### config.mk
export PLATFORM = sky130hd
export DESIGN_NAME = mcb_port_arb
export DESIGN_NICKNAME = d
export VERILOG_FILES = /design/src/rtl/mcb_port_arb_pkg.sv /design/src/rtl/mcb_rr_pick.sv /design/src/rtl/mcb_port_arb.sv
export SDC_FILE = /design/constraint.sdc
export NUM_CORES = 1
export LEC_CHECK = 0
export CORE_AREA = 5 5 211 213
export CTS_BUF_LIST = sky130_fd_sc_hd__clkbuf_2
export CTS_CLUSTER_SIZE = 16
export DETAILED_ROUTE_END_ITERATION = 16
export DIE_AREA = 0 0 216 218
export GPL_ROUTABILITY_DRIVEN = 0
export PLACE_DENSITY = 0.39
export SKIP_CTS_REPAIR_TIMING = 1
export SYNTH_ARGS = -nofsm -noshare
export SYNTH_HDL_FRONTEND = slang
export SYNTH_SLANG_ARGS = --single-unit
export TNS_END_PERCENT = 30
### constraint.sdc
create_clock -name clk -period 2 [get_ports clk]
set_clock_uncertainty 0.15 [all_clocks]
set_input_delay 0.3 -clock clk [delete_from_list [all_inputs] [get_ports clk]]
set_output_delay 0.3 -clock clk [all_outputs]
set_load 0.01 [all_outputs]
### src/rtl/mcb_port_arb_pkg.sv
// Shared definitions for the MCB port arbiter: widths, MCB instruction codes, FSM states.
// Latency: n/a (types, constants and a helper function only).
// Backpressure: n/a.
package mcb_port_arb_pkg;

   localparam int DATA_W = 64;
   localparam int MASK_W = 8;
   localparam int BL_W   = 6;
   localparam int ADDR_W = 30;
   localparam int CNT_W  = 7;

   localparam logic [2:0] INSTR_WR = 3'b000;
   localparam logic [2:0] INSTR_RD = 3'b001;

   typedef enum logic [2:0] {
      ST_IDLE    = 3'd0,
      ST_WR_DATA = 3'd1,
      ST_WR_CMD  = 3'd2,
      ST_RD_CMD  = 3'd3,
      ST_RD_DATA = 3'd4,
      ST_DONE    = 3'd5
   } state_t;

   // MCB bursts are 64-bit aligned, so the low three byte-address bits are dropped.
   function automatic logic [ADDR_W-1:0] align_addr(input logic [ADDR_W-1:0] a);
      return a & {{(ADDR_W-3){1'b1}}, 3'b000};
   endfunction

endpackage

### src/rtl/mcb_rr_pick.sv
// Two-request round-robin picker: the client not served last wins a tie.
// Latency: purely combinational.
// Backpressure: none; valid is simply the OR of the requests.
module mcb_rr_pick (
   input  logic [1:0] req,
   input  logic       last,
   output logic       winner,
   output logic       valid
);

   // Tie goes to the client that was not served last; otherwise the sole requester.
   always_comb begin
      valid  = |req;
      winner = 1'b0;
      if (req == 2'b11) begin
         winner = ~last;
      end else if (req[1]) begin
         winner = 1'b1;
      end
   end

endmodule

### src/rtl/mcb_port_arb.sv
// Two-client sequencer for one MCB user port; serves one whole burst at a time, round-robin.
// Latency: grant one cycle after req; write = bl+1 data + 1 cmd + 1 done cycle; read = 1 cmd + data + 1 done.
// Backpressure: MCB full/empty holds state and counters; NCLK_TO consecutive stall cycles force DONE and set err_out.
module mcb_port_arb
   import mcb_port_arb_pkg::*;
#(
   parameter int NCLK_TO = 1024
) (
   input  logic              clk,
   input  logic              rst,
   // client 0 (Ethernet receive)
   input  logic              c0_req_in,
   input  logic              c0_we_in,
   input  logic [ADDR_W-1:0] c0_addr_in,
   input  logic [BL_W-1:0]   c0_bl_in,
   output logic              c0_gnt_out,
   input  logic [DATA_W-1:0] c0_wr_data_in,
   input  logic [MASK_W-1:0] c0_wr_mask_in,
   output logic              c0_wr_next_out,
   output logic [DATA_W-1:0] c0_rd_data_out,
   output logic              c0_rd_valid_out,
   output logic              c0_done_out,
   // client 1 (framebuffer fetch)
   input  logic              c1_req_in,
   input  logic              c1_we_in,
   input  logic [ADDR_W-1:0] c1_addr_in,
   input  logic [BL_W-1:0]   c1_bl_in,
   output logic              c1_gnt_out,
   input  logic [DATA_W-1:0] c1_wr_data_in,
   input  logic [MASK_W-1:0] c1_wr_mask_in,
   output logic              c1_wr_next_out,
   output logic [DATA_W-1:0] c1_rd_data_out,
   output logic              c1_rd_valid_out,
   output logic              c1_done_out,
   // MCB command port
   output logic              mcb_cmd_en_out,
   output logic [2:0]        mcb_cmd_instr_out,
   output logic [BL_W-1:0]   mcb_cmd_bl_out,
   output logic [ADDR_W-1:0] mcb_cmd_byte_addr_out,
   input  logic              mcb_cmd_full_in,
   // MCB write port
   output logic              mcb_wr_en_out,
   output logic [MASK_W-1:0] mcb_wr_mask_out,
   output logic [DATA_W-1:0] mcb_wr_data_out,
   input  logic              mcb_wr_full_in,
   input  logic              mcb_wr_error_in,
   input  logic              mcb_wr_underrun_in,
   // MCB read port
   output logic              mcb_rd_en_out,
   input  logic [DATA_W-1:0] mcb_rd_data_in,
   input  logic              mcb_rd_empty_in,
   input  logic              mcb_rd_error_in,
   input  logic              mcb_rd_overflow_in,
   output logic              err_out
);

   localparam int SW = $clog2(NCLK_TO + 1);

   state_t            state, state_nxt;
   logic              sel;        // granted client
   logic              last;       // client served most recently
   logic [ADDR_W-1:0] addr_q;
   logic [BL_W-1:0]   bl_q;
   logic [CNT_W-1:0]  wcnt;
   logic [SW-1:0]     stall_cnt;
   logic              err;
   logic              pick_winner, pick_valid;
   logic              accept, stalled, timeout, last_word;

   mcb_rr_pick u_pick (
      .req    ({c1_req_in, c0_req_in}),
      .last   (last),
      .winner (pick_winner),
      .valid  (pick_valid)
   );

   assign last_word = (wcnt == {1'b0, bl_q});

   // State register.
   always_ff @(posedge clk) begin
      if (rst) begin
         state <= ST_IDLE;
      end else begin
         state <= state_nxt;
      end
   end

   // Next state and MCB-side strobes; each data/cmd state stalls on its own full/empty flag.
   always_comb begin
      state_nxt             = state;
      accept                = 1'b0;
      stalled               = 1'b0;
      timeout               = 1'b0;
      mcb_cmd_en_out        = 1'b0;
      mcb_cmd_instr_out     = 3'b000;
      mcb_cmd_bl_out        = '0;
      mcb_cmd_byte_addr_out = '0;
      mcb_wr_en_out         = 1'b0;
      mcb_wr_mask_out       = '0;
      mcb_wr_data_out       = '0;
      mcb_rd_en_out         = 1'b0;
      case (state)
         ST_IDLE: begin
            if (pick_valid) begin
               state_nxt = (pick_winner ? c1_we_in : c0_we_in) ? ST_WR_DATA : ST_RD_CMD;
            end
         end
         ST_WR_DATA: begin
            accept          = !mcb_wr_full_in;
            stalled         = mcb_wr_full_in;
            mcb_wr_en_out   = accept;
            mcb_wr_data_out = sel ? c1_wr_data_in : c0_wr_data_in;
            mcb_wr_mask_out = sel ? c1_wr_mask_in : c0_wr_mask_in;
            if (accept && last_word) state_nxt = ST_WR_CMD;
         end
         ST_WR_CMD, ST_RD_CMD: begin
            stalled               = mcb_cmd_full_in;
            mcb_cmd_en_out        = !mcb_cmd_full_in;
            mcb_cmd_instr_out     = (state == ST_WR_CMD) ? INSTR_WR : INSTR_RD;
            mcb_cmd_bl_out        = bl_q;
            mcb_cmd_byte_addr_out = addr_q;
            if (!mcb_cmd_full_in) state_nxt = (state == ST_WR_CMD) ? ST_DONE : ST_RD_DATA;
         end
         ST_RD_DATA: begin
            accept        = !mcb_rd_empty_in;
            stalled       = mcb_rd_empty_in;
            mcb_rd_en_out = accept;
            if (accept && last_word) state_nxt = ST_DONE;
         end
         ST_DONE: begin
            state_nxt = ST_IDLE;
         end
         default: begin
            state_nxt = ST_IDLE;
         end
      endcase
      timeout = stalled && (stall_cnt == SW'(NCLK_TO - 1));
      if (timeout) state_nxt = ST_DONE;
   end

   // Transaction context, word/stall counters, fairness pointer and sticky error.
   always_ff @(posedge clk) begin
      if (rst) begin
         sel       <= 1'b0;
         last      <= 1'b1;
         addr_q    <= '0;
         bl_q      <= '0;
         wcnt      <= '0;
         stall_cnt <= '0;
         err       <= 1'b0;
      end else begin
         if (state == ST_IDLE && pick_valid) begin
            sel    <= pick_winner;
            addr_q <= align_addr(pick_winner ? c1_addr_in : c0_addr_in);
            bl_q   <= pick_winner ? c1_bl_in : c0_bl_in;
         end
         if (state != state_nxt) begin
            wcnt <= '0;
         end else if (accept) begin
            wcnt <= wcnt + 1'b1;
         end
         if (stalled && !timeout) begin
            stall_cnt <= stall_cnt + 1'b1;
         end else begin
            stall_cnt <= '0;
         end
         if (state == ST_DONE) last <= sel;
         err <= err | mcb_wr_error_in | mcb_wr_underrun_in | mcb_rd_error_in
                    | mcb_rd_overflow_in | timeout;
      end
   end

   assign err_out = err;

   // Client-side views: everything is zero for the client that does not hold the grant.
   assign c0_gnt_out      = (state != ST_IDLE) && !sel;
   assign c1_gnt_out      = (state != ST_IDLE) && sel;
   assign c0_wr_next_out  = mcb_wr_en_out && !sel;
   assign c1_wr_next_out  = mcb_wr_en_out && sel;
   assign c0_rd_valid_out = mcb_rd_en_out && !sel;
   assign c1_rd_valid_out = mcb_rd_en_out && sel;
   assign c0_rd_data_out  = c0_rd_valid_out ? mcb_rd_data_in : '0;
   assign c1_rd_data_out  = c1_rd_valid_out ? mcb_rd_data_in : '0;
   assign c0_done_out     = (state == ST_DONE) && !sel;
   assign c1_done_out     = (state == ST_DONE) && sel;

endmodule

# Yosys cells after proc, flatten, opt, wreduce, memory -nomap -nowiden
# Cells that the tools add are included.
# classes
addsub	2
multipliers	0
div_mod_pow	0
order_cmp	0
n_eq_ne	9
shifts	0
muxes	28
bitwise_logic	7
n_reduce_logical	24
# op_table
operator	n
$mux W64	4
$mux W30	2
$mux W8	2
$mux W3	5
$logic_and A1 B1 Y1	13
$mux W6	2
$pmux W3 S4	1
$add A11 B1 Y11 const B	1
$eq A11 B10 Y1 const B	1
$mux W1	9
$reduce_or A2 Y1	4
$add A7 B1 Y7 const B	1
$eq A7 B6 Y1	1
$eq A3 B2 Y1 const B	2
$eq A3 B3 Y1 const B	2
$logic_not A1 Y1	5
$or A1 B1 Y1	5
$eq A3 B1 Y1 const B	1
$logic_not A3 Y1	1
$ne A3 B3 Y1	1
$pmux W1 S3	1
$reduce_bool A3 Y1	1
$eq A2 B2 Y1 const B	1
$mux W2	1
2 further kinds	3
# word_totals
ff_bits	57
latchBits	0
ram_bits	0
romBits	0
inputBits	293
out_inout_bits	251
elab_cells	78
memories	0

# Logic depth before layout (Yosys ltp)
# depth
word_depth	9
mapped_depth	7
ltp_nobuf	6

# Modules after synthesis
# A second synthesis with hierarchy kept.
# hier_totals
cells_unflattened	648
area_unflattened_um2	5013.6
# by_module_without_submodules
mod	instances	cells_per_inst	area_each_um2
mcb_port_arb	1	646	4999.8
mcb_rr_pick	1	2	13.8

# Worst setup path before layout
# Ideal clock, no wire load.
# synth_path
path_kind	reg-to-output
from	register state[2]
to	output port c0_rd_data_out[10]
arrival_time_ns	1.489
t_required_ns	1.550
path_slack_ns	0.061
stages_incl_launch_ff	7
n_path_buf	2
path_cell_list	dfxtp_1 -> nor3b_2 -> and2b_1 -> nor2b_1 -> buf_2 -> clkbuf_1 -> and2_1
# synth_via
elab_chain_len	4
# synth_lines
item	line_no	rtl
from (decl)	mcb_port_arb.sv:59	state_t state, state_nxt;
from (signal assigned)	mcb_port_arb.sv:84	state <= state_nxt;
$eq A3 B3 Y1	mcb_port_arb.sv:102	case (state)
$mux W1	mcb_port_arb.sv:102	
$logic_and A1 B1 Y1	mcb_port_arb.sv:180	assign c0_rd_valid_out = mcb_rd_en_out && !sel;
$mux W64	mcb_port_arb.sv:182	assign c0_rd_data_out = c0_rd_valid_out ? mcb_rd_data_in : '0;
to (decl)	mcb_port_arb.sv:20	output logic [DATA_W-1:0] c0_rd_data_out,
# No other way between the ends.

# Worst setup path in the final report
# layout_path
from	register state[2]
to	output port c0_rd_data_out[0]
# Same word-level chain as after synthesis.

==> impl_summary.md <==
Run status
The run finished, with violations left. The final reports fail on setup timing.

Logic synthesis
The complex-gate fraction of the synthesized area is under 10%. The post-synthesis sequential area ratio is a little under a quarter. The number of unique standard cell types used by synthesis is 47. The number of synthesized register bits is 57.

The multiplexer fraction of the synthesized cell area is 21.3%. Of the total synthesized cell area, the portion taken by full adders, half adders and majority gates is 0.502%. During synthesis, Yosys emitted a total of 0 warnings. The gate count of the mapped netlist is 656.

The dominant register cell in the synthesized netlist is sky130_fd_sc_hd__dfxtp_1. The average instance in the mapped netlist occupies 7.60 µm². The number of flops mapped to enable cells by yosys is 0. The async set or reset register ratio after synthesis is 0%. The post-synthesis share of cell area spent on and, or, nand and nor gates is 37.8%. The netlist area before placement is 4980 µm². The main combinational cell family by area after synthesis is simple AND/OR/NAND/NOR gates.

Summing the areas of all xor and xnor instances in the mapped netlist gives approximately 3.7% of the synthesized area.

Worst setup path
Across all register-to-register paths, the minimum setup slack is -0.12 ns. The kind of critical path is flip-flop to output port. In this run the critical register-to-register path is captured at wcnt[0]. The arrival time of data at the critical path endpoint is 2.08 ns. The end point of the critical path is c0_rd_data_out[0]. The worst setup path is launched from a flip-flop. Counting cells, the worst reg-to-reg path comes to 7. Along the worst path, the maximum fanout reaches 13.

The worst endpoint required time is 1.55 ns. The kind of capture point of the worst setup path is an output port. The startpoint of the worst register-to-register path is state[2].

The critical path starts at state[2].

Timing
The final-report max-slew violation count is 0. The worst-margin pin slew is roughly 0.62 ns. The hold slack is slightly below 0.3 ns. The worst path in the final design needs a cycle of 2.53 ns, including I/O delays and setup. The maximum clock frequency is approximately 400 MHz. The period utilization is 126%.

The worst relative slew slack is roughly three fifths. The sum of negative setup slack is -89.17 ns. The count of final setup violators is 257.

The number of failing hold endpoints at the final stage is 0. Setup slack on the critical path of the routed design comes to -0.526 ns. Setup repair after global routing could not meet its margin everywhere.

Routing
The first-iteration detailed-routing DRC count is 190. The first TritonRoute pass finished after 4 iterations. For this block, the via count after detailed routing is 6765.

The number of antenna-violating nets in the routed design is 0. The overall routed net length is about 33000 µm. The mean number of vias per cell is 3.81.

The number of remaining DRC errors is 0. The wire length per cell after detailed routing is about 19 µm.

Place
Detailed placement ended at an HPWL of 27100 µm. Before CTS, the worst setup slack after placement is -0.606 ns. The cell count after placement is approximately 1700. Buffers placed on the I/O ports in this run total roughly 530.

Clock network
The CTS sink count is 57. The clock insertion delay at the later pin of the skew report is 0.50 ns. The H-tree was split into 3 levels. CTS placed an instance of sky130_fd_sc_hd__clkbuf_2 at the clock tree root. Clock-pin slew was measured on the worst setup and hold paths at 0.19 ns. The clock passes through at most 2 buffers. The TritonCTS clock tree is done. The total clock buffers created by CTS is 9.

Layout
The final layout contains 1517 nets. The area growth from synthesis to layout is 137%. Cells with a size suffix above 1 make up between 10% and 20% of the layout. The final instance count without filler cells is 1774. The core utilization of the finished layout is 27.8%. After filler insertion, the fill cell instance count of the layout stands at 4602.

Power
The power density over the cells is 437 nW/µm². Across the VDD grid, the largest voltage drop is 0.000226 V. For this design the static power due to leakage is a little over 7 nW.

Die
The horizontal extent of the die is 216 µm. The initial utilization of the core area, before any placement, comes to about an eighth. The total area inside the core boundary comes to 42500 µm². The floorplan step defined a die boundary enclosing 47100 µm². The vertical extent of the die is 218 µm. 544 I/O pins were placed.

The number of rows in the core area is 76.

Global routing
The first global-routing pass estimated 44800 µm of wire. The via count of the first global-routing pass is 7027. The initial antenna violation count was 1. The pin count of the biggest net entering global routing is 52. For this run the aggregate overflow at the end of global routing stands at 0. Global routing used 12.3% of the available tracks.

Run
The number of max-cap violations is 0.

Hold path
The min-delay analysis places its worst path in the category input port to flip-flop.
## per-stage QoR
step                cell area (µm²)  total power [mW]
global route                  11800              5.57
finish                        11800              5.16
global placement              11500              4.49
detailed placement            11500              4.48
floorplan                      5000              2.58
CTS                           11600              5.28
## Yosys cell counts, drive strengths merged (2+ instances only)
library cell	instances	area share (%)
clkbuf	42	3.2
a211oi	33	5.0
and2	103	13
nand4	2	0.25
nor2b	6	0.75
nor4	10	1.5
nor3b	2	0.40
o31ai	2	0.40
inv	2	0.15
a22oi	2	0.30
nand3	8	0.80
buf	23	2.8
a21oi	5	0.73
dfxtp	57	23
and3	66	8.3
nor3	5	0.60
mux2i	106	21
or3b	2	0.40
nor2	127	9.6
or2	3	0.38
ha	2	0.50
xor2	11	1.9
and4	3	0.53
xnor2	10	1.8
nand2	11	0.83
## flip-flops by register name, indices dropped and copies added, names as in the netlist
signal,count
state,3
bl_q,6
last,1
sel,1
addr_q,27
stall_cnt,11
err_out,1
wcnt,7
## routing by layer
metal	global-route usage [%]	share of wire (%)	vias to the layer above
met5	0	0	-
met4	1.70	0.83	0
met3	4.15	7.7	16
met2	23.5	53	293
met1	13.6	38	3077
li1	-	-	3379
## kinds of logic (layout without fill, tap and decap cells)
| group | Yosys count | in the layout |
|---|---|---|
| muxes | 106 | 106 |
| and+or+nand+nor | 352 | 352 |
| adders and majority gates | 2 | 2 |
| other | 1 | 6 |
| xor gates and xnor gates | 21 | 21 |
| buffers and inverters | 67 | 634 |
| AOI/OAI and AO/OA | 50 | 50 |
| DFF | 57 | 57 |
## critical path, stage by stage, from the launching register on
cell and delay (ns):
sky130_fd_sc_hd__dfxtp_2 0.39, sky130_fd_sc_hd__nor3b_4 0.21, sky130_fd_sc_hd__and2b_2 0.23, sky130_fd_sc_hd__nor2b_4 0.17, sky130_fd_sc_hd__buf_12 0.14, sky130_fd_sc_hd__clkbuf_16 0.16, sky130_fd_sc_hd__and2_1 0.13, sky130_fd_sc_hd__buf_2 0.13
## area by class of cell
class	count	area (µm²)	share of cell area, %
Clock inverter	6	58.8	0.498
Sequential cell	57	1150	9.75
Antenna cell	1	2.50	0.0212
Clock buffer	10	50.0	0.424
Timing Repair Buffer	616	6220	52.7
Multi-Input combinational cell	536	3640	30.8
Tap cell	546	683	5.79
Inverter	2	7.51	0.0636
## report_power, final
part           internal, mW  switching (mW)
combinational          1.69            1.35
sequential             1.29          0.0865
clock                 0.286           0.464
total                  3.26            1.90
## how the worst min path moves through the flow
stage                         startpoint       endpoint  slack, ns  cells after the start
final                     c0_addr_in[14]     addr_q[14]       0.29                      3
after global routing      c0_addr_in[14]     addr_q[14]       0.21                      3
after CTS                 c0_addr_in[14]     addr_q[14]       0.21                      3
after detailed placement   stall_cnt[10]  stall_cnt[10]       0.29                      2
after global placement     stall_cnt[10]  stall_cnt[10]       0.28                      2
after floorplan            stall_cnt[10]  stall_cnt[10]       0.27                      2
## placed cells by master (no fill, tap or decap), types with 3 or more instances in the layout
cell / n
sky130_fd_sc_hd__clkdlybuf4s50_1: 288
sky130_fd_sc_hd__buf_6: 18
sky130_fd_sc_hd__xor2_1: 11
sky130_fd_sc_hd__nor2_1: 121
sky130_fd_sc_hd__buf_12: 19
sky130_fd_sc_hd__dlymetal6s2s_1: 138
sky130_fd_sc_hd__a211oi_1: 33
sky130_fd_sc_hd__buf_4: 60
sky130_fd_sc_hd__a21oi_1: 4
sky130_fd_sc_hd__or2_2: 3
sky130_fd_sc_hd__nor4_1: 8
sky130_fd_sc_hd__and2_4: 5
sky130_fd_sc_hd__nor2b_1: 4
sky130_fd_sc_hd__dfxtp_1: 53
sky130_fd_sc_hd__nand3_1: 8
sky130_fd_sc_hd__clkbuf_16: 3
sky130_fd_sc_hd__mux2i_1: 106
sky130_fd_sc_hd__nand2_1: 10
sky130_fd_sc_hd__buf_8: 5
sky130_fd_sc_hd__xnor2_1: 10
sky130_fd_sc_hd__nor3_1: 3
sky130_fd_sc_hd__buf_2: 39
sky130_fd_sc_hd__clkbuf_2: 56
sky130_fd_sc_hd__and4_1: 3
sky130_fd_sc_hd__and3_1: 66
sky130_fd_sc_hd__and2_1: 97
sky130_fd_sc_hd__nor2_2: 5
sky130_fd_sc_hd__conb_1: 5
No activity file was read; power rests on OpenSTA's default activity.
